[src/rtl/if_intr_fetch_if.sv]
// Fetch-unit bus bundle: instruction ROM port, IR outputs, redirect and interrupt controls.
interface if_intr_fetch_if;
    logic [31:0] imem_addr;
    logic [31:0] imem_inst;
    logic [31:0] inst;
    logic [31:0] inst_pc;
    logic        inst_valid;
    logic        stall;
    logic        br_taken;
    logic [31:0] br_target;
    logic        jump;
    logic [31:0] jump_target;
    logic        eret;
    logic [3:0]  intr;
    logic        int_ack;
    logic [31:0] epc;
    logic        ie;
    logic [31:0] cause;

    modport master (
        output imem_addr, inst, inst_pc, inst_valid, int_ack, epc, ie, cause,
        input  imem_inst, stall, br_taken, br_target, jump, jump_target, eret, intr
    );

    modport slave (
        input  imem_addr, inst, inst_pc, inst_valid, int_ack, epc, ie, cause,
        output imem_inst, stall, br_taken, br_target, jump, jump_target, eret, intr
    );
endinterface

[src/rtl/if_intr_fetch.sv]
// Instruction fetch with one-deep IR, branch/jump/eret redirects and interrupt entry.
// Define VECTORED_INTR_EN for prioritized per-line vectors and cause reporting.
module if_intr_fetch #(
    parameter logic [31:0] RESET_VECTOR = 32'h0000_0000,
    parameter logic [31:0] EXC_VECTOR   = 32'h0000_0008,
    parameter int unsigned SYNC_STAGES  = 2
) (
    input  logic           clock,
    input  logic           reset,
    if_intr_fetch_if.master bus
);

    localparam logic [31:0] ALIGN_MASK = 32'hFFFF_FFFC;

    logic [31:0] r_pc;
    logic [31:0] r_inst;
    logic [31:0] r_inst_pc;
    logic        r_valid;
    logic [31:0] r_epc;
    logic        r_ie;
    logic [31:0] r_cause;
    logic [3:0]  r_sync [SYNC_STAGES];
    logic [3:0]  r_sync_q;
    logic [3:0]  r_pend;

    logic [3:0]  w_rise;
    logic        w_redir;
    logic [31:0] w_tgt;
    logic        w_eret;
    logic        w_take;
    logic [31:0] w_vector;
    logic [3:0]  w_clr;
    logic [31:0] w_cause_nxt;

    assign w_rise  = r_sync[SYNC_STAGES-1] & ~r_sync_q;
    // Redirect inputs come from the instruction in IR, so a bubble cannot redirect.
    assign w_redir = r_valid & (bus.br_taken | bus.jump);
    assign w_tgt   = (bus.br_taken ? bus.br_target : bus.jump_target) & ALIGN_MASK;
    assign w_eret  = r_valid & bus.eret & ~bus.stall;
    assign w_take  = ~bus.stall & ~w_eret & r_ie & (|r_pend);

`ifdef VECTORED_INTR_EN
    always_comb begin
        logic       w_found;
        logic [1:0] w_idx;
        logic [3:0] w_onehot;
        w_found = 1'b0;
        w_idx   = '0;
        for (int unsigned i = 0; i < 4; i++) begin
            if (r_pend[i] && !w_found) begin
                w_found = 1'b1;
                w_idx   = 2'(i);
            end
        end
        w_onehot    = 4'b0001 << w_idx;
        w_vector    = EXC_VECTOR + {27'b0, w_idx, 3'b000};
        w_clr       = w_onehot;
        w_cause_nxt = {w_redir, 25'b0, w_onehot, 2'b00};
    end
`else
    always_comb begin
        w_vector    = EXC_VECTOR;
        w_clr       = '1;
        w_cause_nxt = '0;
    end
`endif

    always_ff @(posedge clock or posedge reset) begin
        if (reset) begin
            for (int unsigned k = 0; k < SYNC_STAGES; k++) begin
                r_sync[k] <= '0;
            end
            r_sync_q <= '0;
            r_pend   <= '0;
        end else begin
            r_sync[0] <= bus.intr;
            for (int unsigned k = 1; k < SYNC_STAGES; k++) begin
                r_sync[k] <= r_sync[k-1];
            end
            r_sync_q <= r_sync[SYNC_STAGES-1];
            // A fresh edge on the line being taken stays pending.
            r_pend   <= (r_pend & ~(w_take ? w_clr : 4'b0000)) | w_rise;
        end
    end

    always_ff @(posedge clock or posedge reset) begin
        if (reset) begin
            r_pc      <= RESET_VECTOR & ALIGN_MASK;
            r_inst    <= '0;
            r_inst_pc <= '0;
            r_valid   <= 1'b0;
            r_epc     <= '0;
            r_ie      <= 1'b1;
            r_cause   <= '0;
        end else if (!bus.stall) begin
            if (w_eret) begin
                r_pc    <= r_epc;
                r_ie    <= 1'b1;
                r_valid <= 1'b0;
            end else if (w_take) begin
                // Return to the redirect target if one was due, else to the unfetched pc.
                r_epc   <= w_redir ? w_tgt : r_pc;
                r_pc    <= w_vector & ALIGN_MASK;
                r_ie    <= 1'b0;
                r_valid <= 1'b0;
                r_cause <= w_cause_nxt;
            end else if (w_redir) begin
                r_pc    <= w_tgt;
                r_valid <= 1'b0;
            end else begin
                r_inst    <= bus.imem_inst;
                r_inst_pc <= r_pc;
                r_valid   <= 1'b1;
                r_pc      <= r_pc + 32'd4;
            end
        end
    end

    assign bus.imem_addr  = r_pc;
    assign bus.inst       = r_inst;
    assign bus.inst_pc    = r_inst_pc;
    assign bus.inst_valid = r_valid;
    assign bus.int_ack    = w_take;
    assign bus.epc        = r_epc;
    assign bus.ie         = r_ie;
    assign bus.cause      = r_cause;

endmodule
[src/flat_wrapper.sv]
// flat-port wrapper written by rule: the top's interface ports become plain ports
module if_intr_fetch_flat 
#(
    parameter logic [31:0] RESET_VECTOR = 32'h0000_0000,
    parameter logic [31:0] EXC_VECTOR   = 32'h0000_0008,
    parameter int unsigned SYNC_STAGES  = 2
)
  (clock, reset, bus_imem_addr, bus_inst, bus_inst_pc, bus_inst_valid, bus_int_ack, bus_epc, bus_ie, bus_cause, bus_imem_inst, bus_stall, bus_br_taken, bus_br_target, bus_jump, bus_jump_target, bus_eret, bus_intr);
  if_intr_fetch_if bus_i ();
  input  logic clock;
  input  logic reset;
  output wire logic [$bits(bus_i.imem_addr)-1:0] bus_imem_addr;
  output wire logic [$bits(bus_i.inst)-1:0] bus_inst;
  output wire logic [$bits(bus_i.inst_pc)-1:0] bus_inst_pc;
  output wire logic [$bits(bus_i.inst_valid)-1:0] bus_inst_valid;
  output wire logic [$bits(bus_i.int_ack)-1:0] bus_int_ack;
  output wire logic [$bits(bus_i.epc)-1:0] bus_epc;
  output wire logic [$bits(bus_i.ie)-1:0] bus_ie;
  output wire logic [$bits(bus_i.cause)-1:0] bus_cause;
  input wire logic [$bits(bus_i.imem_inst)-1:0] bus_imem_inst;
  input wire logic [$bits(bus_i.stall)-1:0] bus_stall;
  input wire logic [$bits(bus_i.br_taken)-1:0] bus_br_taken;
  input wire logic [$bits(bus_i.br_target)-1:0] bus_br_target;
  input wire logic [$bits(bus_i.jump)-1:0] bus_jump;
  input wire logic [$bits(bus_i.jump_target)-1:0] bus_jump_target;
  input wire logic [$bits(bus_i.eret)-1:0] bus_eret;
  input wire logic [$bits(bus_i.intr)-1:0] bus_intr;
  assign bus_imem_addr = bus_i.imem_addr;
  assign bus_inst = bus_i.inst;
  assign bus_inst_pc = bus_i.inst_pc;
  assign bus_inst_valid = bus_i.inst_valid;
  assign bus_int_ack = bus_i.int_ack;
  assign bus_epc = bus_i.epc;
  assign bus_ie = bus_i.ie;
  assign bus_cause = bus_i.cause;
  assign bus_i.imem_inst = bus_imem_inst;
  assign bus_i.stall = bus_stall;
  assign bus_i.br_taken = bus_br_taken;
  assign bus_i.br_target = bus_br_target;
  assign bus_i.jump = bus_jump;
  assign bus_i.jump_target = bus_jump_target;
  assign bus_i.eret = bus_eret;
  assign bus_i.intr = bus_intr;
  if_intr_fetch #(.RESET_VECTOR(RESET_VECTOR), .EXC_VECTOR(EXC_VECTOR), .SYNC_STAGES(SYNC_STAGES)) u_core (.clock(clock), .reset(reset), .bus(bus_i));
endmodule
[config.mk]
export PLATFORM = sky130hd
export DESIGN_NAME = if_intr_fetch_flat
export DESIGN_NICKNAME = d
export VERILOG_FILES = /design/src/rtl/if_intr_fetch_if.sv /design/src/rtl/if_intr_fetch.sv /design/src/flat_wrapper.sv
export SDC_FILE = /design/constraint.sdc
export NUM_CORES = 1
export LEC_CHECK = 0
export CAP_MARGIN = 40
export CORE_MARGIN = 3
export CORE_UTILIZATION = 40
export CTS_CLUSTER_SIZE = 24
export DETAILED_ROUTE_END_ITERATION = 10
export PLACE_DENSITY_LB_ADDON = 0.2
export SYNTH_ARGS = -nofsm -noshare
export SYNTH_HDL_FRONTEND = slang
export SYNTH_SLANG_ARGS = --single-unit
[constraint.sdc]
create_clock -name clock -period 8.29 [get_ports clock]
set_clock_uncertainty 0.2 [all_clocks]
set_input_delay 1.2435 -clock clock [delete_from_list [all_inputs] [get_ports clock]]
set_output_delay 1.2435 -clock clock [all_outputs]
set_load 0.02 [all_outputs]
* Yosys cells after proc, flatten, opt, wreduce, memory -nomap -nowiden *
Index checks and enable logic that the tools add are counted.
Widths: inputs -> output; s select.

word-level totals
  flip-flop bits (word level) = 146
  input bits = 106
  output and inout port bits = 163
  word-level logic and storage cells = 43

operators by class
  add/sub/neg operators = 1
  multiplexer cells = 11
  bitwise operators = 16
  reduce and logical (&&, ||, !) cells = 5

operators by type and width
  operator               number
  $mux 32                5
  $add 32x3->32 const B  1
  $and 4x4->4            2
  $not 4->4              2
  $and 1x1->1            6
  $mux 1                 5
  $mux 4                 1
  $not 1->1              4
  $or 4x4->4             1
  $reduce_and 4->1       1
  $reduce_or 4->1        1
  $reduce_and 3->1       1
  $reduce_and 2->1       1
  $reduce_bool 2->1      1
  $or 1x1->1             1

* Logic depth before layout (Yosys ltp) *
  depth after elaboration = 10
  depth in mapped cells = 8

* Worst setup path before layout *
Ideal clock, no wire load.

  kind = input -> output
  start = in bus_eret
  end = out bus_int_ack
  data arrival time = 1.743 ns
  data required time = 6.846 ns
  path slack = 5.103 ns
  stages on the path = 3
  path buffers = 0
  path through = nand2_1 > nand4_1 > inv_1

between the ends
  cells in the longest elaborated chain, start to end = 6

RTL lines
  what                       line                 source
  start: declaration         flat_wrapper.sv:26   input wire logic [$bits(bus_i.eret)-1:0] bus_eret;
  $and 1x1->1 (2 in series)  if_intr_fetch.sv:39  assign w_eret = r_valid & bus.eret & ~bus.stall;
  $not 1->1                  if_intr_fetch.sv:40  assign w_take = ~bus.stall & ~w_eret & r_ie & (|r_pend);
  $and 1x1->1 (3 in series)  if_intr_fetch.sv:40
  end: declaration           flat_wrapper.sv:16   output wire logic [$bits(bus_i.int_ack)-1:0] bus_int_ack;

No other way between the ends.

* Worst setup path in the final report *
  start = in bus_stall
  end = out bus_int_ack

between the ends
  cells in the longest elaborated chain, start to end = 6

RTL lines
  what                         line                                      source
  start: declaration           flat_wrapper.sv:21                        input wire logic [$bits(bus_i.stall)-1:0] bus_stall;
  $not 1->1 *                  if_intr_fetch.sv:39, if_intr_fetch.sv:40
  $and 1x1->1                  if_intr_fetch.sv:39
  $not 1->1                    if_intr_fetch.sv:40
  $and 1x1->1 * (3 in series)  if_intr_fetch.sv:40

Mark *: on every way between the ends. The rest lies on a longest branch, timed or not.

==> flow_summary.ini <==
[detailed_routing]
drt_wl_total_um = 21200
num_vias = 6189
wl_per_cell_um = 18.2
routed.top_layer = met4
wl_met1_um = 9500
drtAntennaViolNets = 0
drcViolationCount = 0
vias_per_cell = 5.33
wl_met3_um = 1780
drt_iter0_markers = 312
dr.pass1.iters = 7
wl_met2_um = 9670

[global_route]
grt-ovfl-total = 0
grtUsageTotal_pct = 21.5
antenna_found_initial = 0
grt_max_degree = 68
grt_first_pass_wirelength_um = 33900
first_global_vias = 6196

[clocking]
clock-sinks = 146
worstSkewPairLatency_ns = 0.42
cts_tree = yes
hold_buffers = 0
h-tree-depth = 4
path_clk_slew_ns = 0.06
cts_resized = 0
clockRootBuffer = clkbuf_16
numCtsBuffers = 17
clock_path_buffers = 2
cts_setup_buffers = 0

[die]
coreArea_sq_um = 17500
rows = 48
die_area_sq_um = 19800
io_pins = 269
die_h_um = 141
initial_utilization_pct = 41.4
fp.dieW_um = 141

[critical_path]
startpoint_type = primary input
cp-startpoint = bus_stall
worstPathCellList = buf_2 > buf_4 > inv_1 > nand4_1 > inv_1 > clkdlybuf4s50_1
critPathBufInv = 5
r2r_slack_ns = 5.15
reg2reg_from = u_core.bus.inst_valid$_DFFE_PP0N_
critPathTopFamily = buffers and inverters
slowest_delay_ns = 0.70
crit_type = in2out
crit_slowest_cell = inv_1
worst_setup_path_end_kind = output pin
critPathCapture = bus_int_ack
crit_required_ns = 6.85
worstPathArrival_ns = 3.51
reg2reg_depth = 5
cp.depth = 6
cp_max_fo = 56
cpMostUsedCell = inv_1
r2r_end = u_core.bus.inst[2]$_DFFE_PP0P_

[power]
ir_drop_mv = 0.177
p_per_area_nw_per_um2 = 348
leakage_nw = 4.27

[yosys]
synth_area_per_cell_sq_um = 10.2
synth_edf_count = 0
synth_top_area_share_pct = 50.0
syn-cell-area_sq_um = 7250
seq_area_frac_synth_pct = 50.4
yosysWarnings = 0
synth_ff_type = dfrtp_1
yosys-top-cells-area = dfrtp_1, mux2_1, nand2_1, buf_4, a21oi_1
synth.most_common_cell = dfrtp_1
synth.top_cells.by_count = dfrtp_1, nand2_1, mux2_1
postSynthCellCount = 712
async_flop_share_pct = 100
ys_seq_elements = 146
yosysUniqueCellTypes = 55
yosysTopAreaCell = dfrtp_1

[timing]
slew_viol_final = 0
fin_crit_sh_pct = 59.8
tns_ns = 0
setup_viol = 0
worst_slew_pin_slew_ns = 0.846
period_needed_ns = 4.95
rsz0062_at_grt = false
hold_viol = 0
maxSlewHeadroom_pct = 43.5
fmax_ghz = 0.202

[placed_design]
portBuffers = 232
gp_congestion = 0.808
dpl_cell_area_sq_um = 9620
dp_hpwl_um = 14600

[finish]
syn_to_final_growth_pct = 40.7
fin_nets = 1031
n_antenna_cell = 0
drive_gt1_share_pct = 5.98
post-route-cell-area_sq_um = 10200

[outcome]
run_status = finished clean

[min_path]
min_path_type = reg2reg
worstHoldStart = u_core.r_sync[4]$_DFF_PP0_

[job]
cap_viol_max_count = 0
==> cells in the final DEF (no fill, tap or decap), types with 3 or more instances in the layout <==
cell and count:
dfrtp_1 145, o21ai_1 27, o41ai_1 3, a22o_1 4, a211oi_1 20, and4_1 6, clkbuf_16 17, nand2_1 76
nor2b_1 13, mux2i_1 10, nor4_1 5, o22ai_1 3, a21oi_1 41, buf_4 10, nor4_2 3, a22oi_1 7
nand4_1 4, xnor2_1 6, and3_1 7, or3_1 3, o21ai_0 30, clkinv_2 7, nor2_1 37, mux2_1 64
nand3_1 16, inv_1 14, xor2_1 5, clkdlybuf4s50_1 230, o211ai_1 12, o31ai_1 14, a2bb2oi_1 3, a221oi_1 4
nor3_1 14, clkinv_4 3, or4_1 5, a31oi_1 5, conb_1 32
==> worst min path at each step <==
stage	to	slack, ns	cells after the start
6_report	u_core.r_sync[0]$_DFF_PP0_	0.15	0
5_1_grt	u_core.r_sync[3]$_DFF_PP0_	0.15	0
4_1_cts	u_core.r_sync[3]$_DFF_PP0_	0.15	0
3_5_place_dp	u_core.r_sync[0]$_DFF_PP0_	0.13	0
3_3_place_gp	u_core.r_sync[3]$_DFF_PP0_	0.13	0
2_1_floorplan	u_core.r_sync[0]$_DFF_PP0_	0.13	0
==> layer usage <==
metal | up-vias | GRT usage, %
met5 | - | 0
met2 | 235 | 32.9
met4 | 0 | 6.12
li1 | 2946 | -
met3 | 18 | 7.09
met1 | 2990 | 29.4
==> registers in the layout, indices dropped and copies added (netlist names) <==
signal                 cells
u_core.bus.imem_addr      32
u_core.r_sync_q            4
u_core.bus.inst_valid      1
u_core.r_sync              8
u_core.bus.ie              1
u_core.bus.inst           32
u_core.bus.inst_pc        32
u_core.bus.epc            32
u_core.r_pend              4
==> logic make-up (layout without fill, tap and decap cells) <==
logic type,count (synthesis),after routing,synth area share [%]
buffers and inverters,96,290,7.06
XOR/XNOR,11,11,1.33
flip-flops,146,146,50.4
AND/OR/NAND/NOR,196,196,13.3
AO/OA/AOI/OAI,187,187,16.3
multiplexers,74,74,11.3
other,1,32,0.0517
adder cells (fa/ha/maj),1,1,0.173
==> layout make-up <==
class | count | area [sq um]
Clock inverter | 14 | 138
Timing Repair Buffer | 243 | 2410
Multi-Input combinational cell | 501 | 3210
Fill cell | 1529 | 7340
Tap cell | 225 | 282
Clock buffer | 18 | 439
Inverter | 15 | 61.3
Sequential cell | 146 | 3650
==> report_power, final <==
group | internal [mW] | leakage [nW] | total (mW) | switching (mW)
Combinational | 0.737 | 2.20 | 1.53 | 0.798
Clock | 0.449 | 0.289 | 0.753 | 0.304
Sequential | 0.987 | 1.78 | 1.27 | 0.279
Total | 2.17 | 4.27 | 3.55 | 1.38
==> through the flow <==
stage	worst slack, ns	power (mW)	instances	hold WS [ns]	utilization (%)
final	3.34	3.55	1162	0.148	58.2
after CTS	3.34	3.59	1162	0.147	58.2
after global routing	3.20	3.77	1162	0.152	58.2
after global placement	3.35	2.80	1128	0.133	54.7
after detailed placement	3.36	2.82	1130	0.135	54.9
after floorplan	2.93	2.04	743	0.131	-
Power figures use the tool's default switching activity.
